**config.mk**
```make
export PLATFORM = sky130hd
export DESIGN_NAME = fetch_sequencer
export DESIGN_NICKNAME = d
export VERILOG_FILES = /design/src/rtl/fetch_pkg.sv /design/src/rtl/fetch_tag_fifo.sv /design/src/rtl/fetch_sequencer.sv
export SDC_FILE = /design/constraint.sdc
export NUM_CORES = 1
export LEC_CHECK = 0
export CAP_MARGIN = 25
export CORE_MARGIN = 2
export CORE_UTILIZATION = 34
export DETAILED_ROUTE_END_ITERATION = 16
export GPL_ROUTABILITY_DRIVEN = 0
export GPL_TIMING_DRIVEN = 0
export PLACE_DENSITY = 0.56
export SLEW_MARGIN = 20
export SYNTH_ARGS = -nofsm -noshare
export SYNTH_HDL_FRONTEND = slang
export SYNTH_SLANG_ARGS = --single-unit
```
**constraint.sdc**
```tcl
create_clock -name clk -period 5.3 [get_ports clk]
set_input_delay 1.06 -clock clk [delete_from_list [all_inputs] [get_ports clk]]
set_output_delay 1.06 -clock clk [all_outputs]
set_load 0.05 [all_outputs]
```
**src/rtl/fetch_pkg.sv**
```systemverilog
// Shared types and constants for the instruction fetch front end.
package fetch_pkg;

  typedef enum logic {
    RUN   = 1'b0,
    DRAIN = 1'b1
  } fetch_state_t;

  localparam int unsigned FETCH_BLOCK_BYTES = 8;

  typedef struct packed {
    logic [31:0] instr;
    logic [31:0] addr;
    logic        valid;
  } fetch_slot_t;

  typedef struct packed {
    logic [31:0] block_addr;
    logic        odd;
  } fetch_tag_t;

  function automatic logic [31:0] block_base(input logic [31:0] a);
    return {a[31:3], 3'b000};
  endfunction

endpackage

```
**src/rtl/fetch_tag_fifo.sv**
```systemverilog
// Per-request tag queue: remembers block address and entry half for each
// accepted fetch so in-order responses can be unpacked correctly.
module fetch_tag_fifo
  import fetch_pkg::*;
#(
  parameter int DEPTH = 2
) (
  input  logic       clk,
  input  logic       rst,
  input  logic       push,
  input  logic       pop,
  input  fetch_tag_t push_tag,
  output fetch_tag_t head_tag
);

  localparam logic [1:0] LAST    = 2'(DEPTH - 1);
  localparam logic [1:0] DEPTH_L = 2'(DEPTH);

  // Storage is sized for the widest pointer; only DEPTH entries are used.
  fetch_tag_t  entries [4];
  logic [1:0]  wr_ptr;
  logic [1:0]  rd_ptr;
  logic [1:0]  count;
  logic        do_push;
  logic        do_pop;

  assign do_pop   = pop & (count != 2'd0);
  assign do_push  = push & ((count != DEPTH_L) | do_pop);
  assign head_tag = entries[rd_ptr];

  always_ff @(posedge clk or negedge rst) begin
    if (!rst) begin
      wr_ptr <= 2'd0;
      rd_ptr <= 2'd0;
      count  <= 2'd0;
    end else begin
      if (do_push) wr_ptr <= (wr_ptr == LAST) ? 2'd0 : wr_ptr + 2'd1;
      if (do_pop)  rd_ptr <= (rd_ptr == LAST) ? 2'd0 : rd_ptr + 2'd1;
      case ({do_push, do_pop})
        2'b10:   count <= count + 2'd1;
        2'b01:   count <= count - 2'd1;
        default: count <= count;
      endcase
    end
  end

  always_ff @(posedge clk) begin
    if (do_push) entries[wr_ptr] <= push_tag;
  end

endmodule

```
**src/rtl/fetch_sequencer.sv**
```systemverilog
// Fetch PC owner: issues aligned 64-bit fetches, unpacks in-order responses
// into two buffer slots, and flushes/drains on redirect.
module fetch_sequencer
  import fetch_pkg::*;
#(
  parameter logic [31:0] RESET_PC        = 32'h0000_0000,
  parameter int          MAX_OUTSTANDING = 2
) (
  input  logic        clk,
  input  logic        rst,
  input  logic        redirect,
  input  logic [31:0] redirect_pc,
  input  logic        stall,
  output logic        mem_req,
  output logic [31:0] mem_addr,
  input  logic        mem_ready,
  input  logic        mem_rvalid,
  input  logic [63:0] mem_rdata,
  output logic [31:0] instructionA,
  output logic [31:0] instructionB,
  output logic [31:0] addressA,
  output logic [31:0] addressB,
  output logic        instructionA_valid,
  output logic        instructionB_valid,
  output logic        flush
);

  localparam logic [1:0] MAX_OUT = 2'(MAX_OUTSTANDING);

  fetch_state_t state, state_next;
  logic [31:0]  pc;
  logic [1:0]   outstanding;
  logic [1:0]   discard, discard_next;
  logic         accept;
  logic         resp;
  logic         keep;
  fetch_tag_t   head_tag;
  fetch_slot_t  slot_a, slot_b;
  fetch_slot_t  slot_a_next, slot_b_next;

  // rst gates the request so nothing is offered while reset is held.
  assign mem_req  = rst & (state == RUN) & ~stall & ~redirect & (outstanding < MAX_OUT);
  assign mem_addr = block_base(pc);
  assign accept   = mem_req & mem_ready;
  assign resp     = mem_rvalid & (outstanding != 2'd0);

  fetch_tag_fifo #(
    .DEPTH(MAX_OUTSTANDING)
  ) u_tag_fifo (
    .clk      (clk),
    .rst      (rst),
    .push     (accept),
    .pop      (resp),
    .push_tag ('{block_addr: block_base(pc), odd: pc[2]}),
    .head_tag (head_tag)
  );

  always_ff @(posedge clk or negedge rst) begin
    if (!rst) begin
      state <= RUN;
    end else begin
      state <= state_next;
    end
  end

  // A response in the redirect cycle is dropped, so it no longer counts
  // toward the number of stale responses still to be discarded.
  always_comb begin
    state_next   = state;
    discard_next = discard;
    keep         = 1'b0;
    if (redirect) begin
      discard_next = outstanding - {1'b0, resp};
      state_next   = (discard_next != 2'd0) ? DRAIN : RUN;
    end else begin
      case (state)
        RUN:   keep = resp;
        DRAIN: begin
          if (resp) begin
            discard_next = discard - 2'd1;
            if (discard_next == 2'd0) state_next = RUN;
          end
        end
        default: state_next = RUN;
      endcase
    end
  end

  always_comb begin
    slot_b_next = '{instr: slot_b.instr, addr: slot_b.addr, valid: 1'b0};
    if (head_tag.odd) begin
      slot_a_next = '{instr: mem_rdata[63:32], addr: head_tag.block_addr + 32'd4, valid: 1'b1};
    end else begin
      slot_a_next = '{instr: mem_rdata[31:0], addr: head_tag.block_addr, valid: 1'b1};
      slot_b_next = '{instr: mem_rdata[63:32], addr: head_tag.block_addr + 32'd4, valid: 1'b1};
    end
  end

  always_ff @(posedge clk or negedge rst) begin
    if (!rst) begin
      pc          <= RESET_PC;
      outstanding <= 2'd0;
      discard     <= 2'd0;
      flush       <= 1'b0;
      slot_a      <= '0;
      slot_b      <= '0;
    end else begin
      outstanding <= outstanding + {1'b0, accept} - {1'b0, resp};
      discard     <= discard_next;
      flush       <= redirect;
      if (redirect) begin
        pc <= redirect_pc & ~32'h3;
      end else if (accept) begin
        pc <= block_base(pc) + 32'(FETCH_BLOCK_BYTES);
      end
      if (keep) begin
        slot_a <= slot_a_next;
        slot_b <= slot_b_next;
      end else begin
        slot_a.valid <= 1'b0;
        slot_b.valid <= 1'b0;
      end
    end
  end

  assign instructionA       = slot_a.instr;
  assign addressA           = slot_a.addr;
  assign instructionA_valid = slot_a.valid;
  assign instructionB       = slot_b.instr;
  assign addressB           = slot_b.addr;
  assign instructionB_valid = slot_b.valid;

endmodule

```
==> results.py <==
metrics = {
    "die": {
        "ios": 266,
        "row_count": 68,
        "dieArea_sq_mm": 0.0367,
        "initial_core_util": 0.346,
        "die_h_um": 192,
        "die_x_um": 192,
        "core-area_sq_mm": 0.0345,
    },
    "power_and_ir_drop": {
        "clkPwrFrac": 0.253,
        "switching_share": 0.391,
        "vdd_drop_max_mv": 0.462,
        "power.switching_mw": 3.80,
        "seq_power_share": 0.331,
        "p_total_mw": 9.71,
        "pwr_density_cell_mw_per_mm2": 588,
        "share_comb_of_total_power": 0.416,
        "p_leak_nw": 6.56,
        "intPower_mw": 5.91,
    },
    "logic_synthesis": {
        "synth-seq-cells": 288,
        "yosysWarnings": 0,
        "ys_top_cells_by_area": "dfrtp_1 (35%), edfxtp_1 (30%), mux2_2 (7.2%), mux4_2 (5.7%), mux2i_1 (3.2%)",
        "synthCells": 805,
        "synth.largest_area_cell": "dfrtp_1",
        "yosys.cell_types.count": 52,
        "avgSynthCellArea_sq_um": 14.9,
        "synth_ff_type": "dfrtp_1",
        "seq_area_frac_synth": 0.653,
        "synthesis.area_sq_mm": 0.0120,
        "synth_edf_count": 120,
        "synth_top_area_share": 0.352,
        "ys_async_sr_fraction": 0.583,
    },
    "clocking": {
        "numCtsBuffers": 34,
        "cts-root-buf": "clkbuf_16",
        "htreeDepth": 2,
        "clkSinkCount": 288,
        "clk_pin_slew_ns": 0.06,
        "hold_buffers": 0,
        "cts.repair.resized": 0,
        "clockBufferDepth": 3,
        "post_cts_buffers": 0,
        "worstSkewPairLatency_ns": 0.51,
        "cts_tree": "yes",
    },
    "placement": {
        "portBuffers": 256,
        "dp.cells": 1536,
        "place_area_sq_mm": 0.0153,
        "dpl.hpwl_mm": 22.4,
        "place_ws_ns": 0.658,
    },
    "timing": {
        "slew_headroom": 0.424,
        "rsz0062_at_grt": "false",
        "tns_ns": 0,
        "tightestPinTransition_ns": 0.865,
        "finalWorstPathRequiredPeriod_ns": 4.60,
        "fmax_mhz": 217,
        "skew_ns": 0.0155,
        "final-hold-violation-count": 0,
        "holdWs_ns": 0.326,
        "finalSetupViolations": 0,
        "setup_ws_ns": 0.697,
        "period_share": 0.868,
        "drv_slew": 0,
    },
    "worst_hold_path": {
        "hp-class": "input pin to asynchronous set/reset pin",
    },
    "routing": {
        "dr.pass1.iters": 6,
        "antenna_left": 0,
        "wirelength_mm": 31.6,
        "post_drt_via_cell_ratio": 4.87,
        "vias": 7782,
        "drt-wirelength-per-cell_um": 19.8,
        "drc": 0,
        "drtIter0Drc": 392,
    },
    "grt": {
        "grt_max_degree": 93,
        "track_usage": 0.173,
        "grt_pass1_wl_mm": 47.8,
        "first_global_vias": 7927,
        "grt_antenna_before_repair": 0,
        "grt_overflow": 0,
    },
    "layout": {
        "finalCoreUtilization": 0.478,
        "final_nets": 1224,
        "antenna_cells": 0,
        "drive_gt1_frac": 0.210,
        "design_area_sq_mm": 0.0165,
        "multi_input_area_sq_mm": 0.00368,
        "syn_to_final_growth_pct": 38.3,
        "seqCellArea_sq_mm": 0.00781,
        "nFillCells": 3113,
        "fin_cells": 1597,
    },
    "critical_path": {
        "cp_top_family": "buffers and inverters",
        "cp_slowest_cell": "clkdlybuf4s50_1",
        "cp_slowest_stage_delay_ns": 0.82,
        "critical_path.most_common_cell": "buf_16",
        "cp_max_fo": 92,
        "path_cells": "buf_8, buf_16, buf_16, or4b_4, nor2_1, clkdlybuf4s50_1",
        "cp.required_ns": 4.24,
        "worstRegToRegCells": 8,
        "crit_type": "input pin to primary output",
        "crit_buf_inv": 4,
        "crit_cells": 6,
        "end_kind": "primary output",
        "critPathLaunchType": "input pin",
        "arrival_ns": 3.54,
    },
    "job": {
        "cap_violations": 0,
    },
    "outcome": {
        "status": "finished, final reports clean",
    },
}
==> layer usage <==
metal	vias to the layer above	wire length, um	global-route usage
li1	3580	-	-
met2	292	14700	0.273
met1	3853	14100	0.242
met5	-	0	0
met4	0	644	0.0470
met3	57	2160	0.0352
==> synthesized netlist by cell type, drive strengths merged, types with 4 or more instances <==
| master | count |
|---|---|
| dfrtp | 168 |
| edfxtp | 120 |
| mux2 | 92 |
| nand2 | 77 |
| buf | 57 |
| o21ai | 55 |
| mux2i | 38 |
| mux4 | 30 |
| nor2 | 20 |
| clkbuf | 18 |
| nand3 | 16 |
| nand4 | 13 |
| inv | 10 |
| xnor2 | 8 |
| a21oi | 7 |
| and3 | 7 |
| nor3 | 7 |
| or3 | 6 |
| a221o | 5 |
| ha | 5 |
| nand3b | 5 |
| nor2b | 5 |
| o211ai | 5 |
| a31oi | 4 |
| xor2 | 4 |
==> path summary, 6_finish.rpt <==
kind | from | to | slack, ns
setup / recovery | rst | mem_req | 0.70
setup reg to reg | state | u_tag_fifo.entries[0][26] | 2.33
max in group asynchronous | rst | addressA[25] | 3.92
hold / removal | rst | instructionB[9] | 0.33
min in group clk | addressB[2] | addressB[2] | 0.47
hold reg to reg | addressB[2] | addressB[2] | 0.47
==> power by group through the flow <==
stage | Clock (mW) | Sequential (mW) | Combinational, mW
floorplan | 0 | 4.87 | 0.992
global placement | 0 | 3.24 | 4.05
detailed placement | 0 | 3.27 | 4.08
CTS | 2.54 | 3.23 | 4.09
global route | 2.63 | 3.30 | 4.24
finish | 2.46 | 3.21 | 4.04
==> registers in the layout (all words and copies together), names as in the netlist <==
signal              flops
discard                 2
u_tag_fifo.rd_ptr       2
instructionA           32
addressB               30
instructionB           32
pc                     30
instructionA_valid      1
u_tag_fifo.count        2
instructionB_valid      1
state                   1
addressA               30
flush                   1
u_tag_fifo.entries    120
u_tag_fifo.wr_ptr       2
outstanding             2
==> final cells by class <==
class / instances / share of cell area
buffer: 75 / 0.0288
clock buffer: 47 / 0.0601
clock inverter: 14 / 0.0120
inverter: 10 / 0.00227
multi-input combinational: 438 / 0.223
sequential: 288 / 0.472
tap: 455 / 0.0344
timing repair buffer: 270 / 0.167
==> kinds of logic (layout without fill, tap and decap cells) <==
logic type / after synthesis / count (layout) / synth area share
xor gates and xnor gates: 12 / 12 / 0.00879
buffers and inverters: 85 / 416 / 0.0430
adders and majority gates: 5 / 5 / 0.00523
muxes: 160 / 160 / 0.175
other: 1 / 7 / 0.000314
AOI/OAI and AO/OA: 86 / 86 / 0.0422
DFF: 288 / 288 / 0.653
and+or+nand+nor: 168 / 168 / 0.0724
==> cell usage in the layout, fill, tap and decap left out, types with 3 or more instances in the layout <==
cell	n
or3_1	6
nand2_1	77
clkinv_2	5
a31oi_1	4
a21oi_1	7
clkbuf_8	3
nor3_1	5
buf_1	3
and3_1	7
ha_1	5
buf_2	12
o21ai_0	53
mux4_2	30
nor2_1	16
bufinv_16	5
clkdlybuf4s50_1	255
xnor2_1	8
xor2_1	4
clkbuf_1	25
buf_6	9
o211ai_1	5
inv_1	9
buf_16	4
buf_4	43
a221o_1	5
nand3b_1	5
mux2i_1	38
clkbuf_16	37
nor2b_1	5
dfrtp_1	168
conb_1	7
edfxtp_1	120
nand4_1	11
nand3_1	16
mux2_1	16
mux2_2	76
Power figures use the tool's default switching activity.
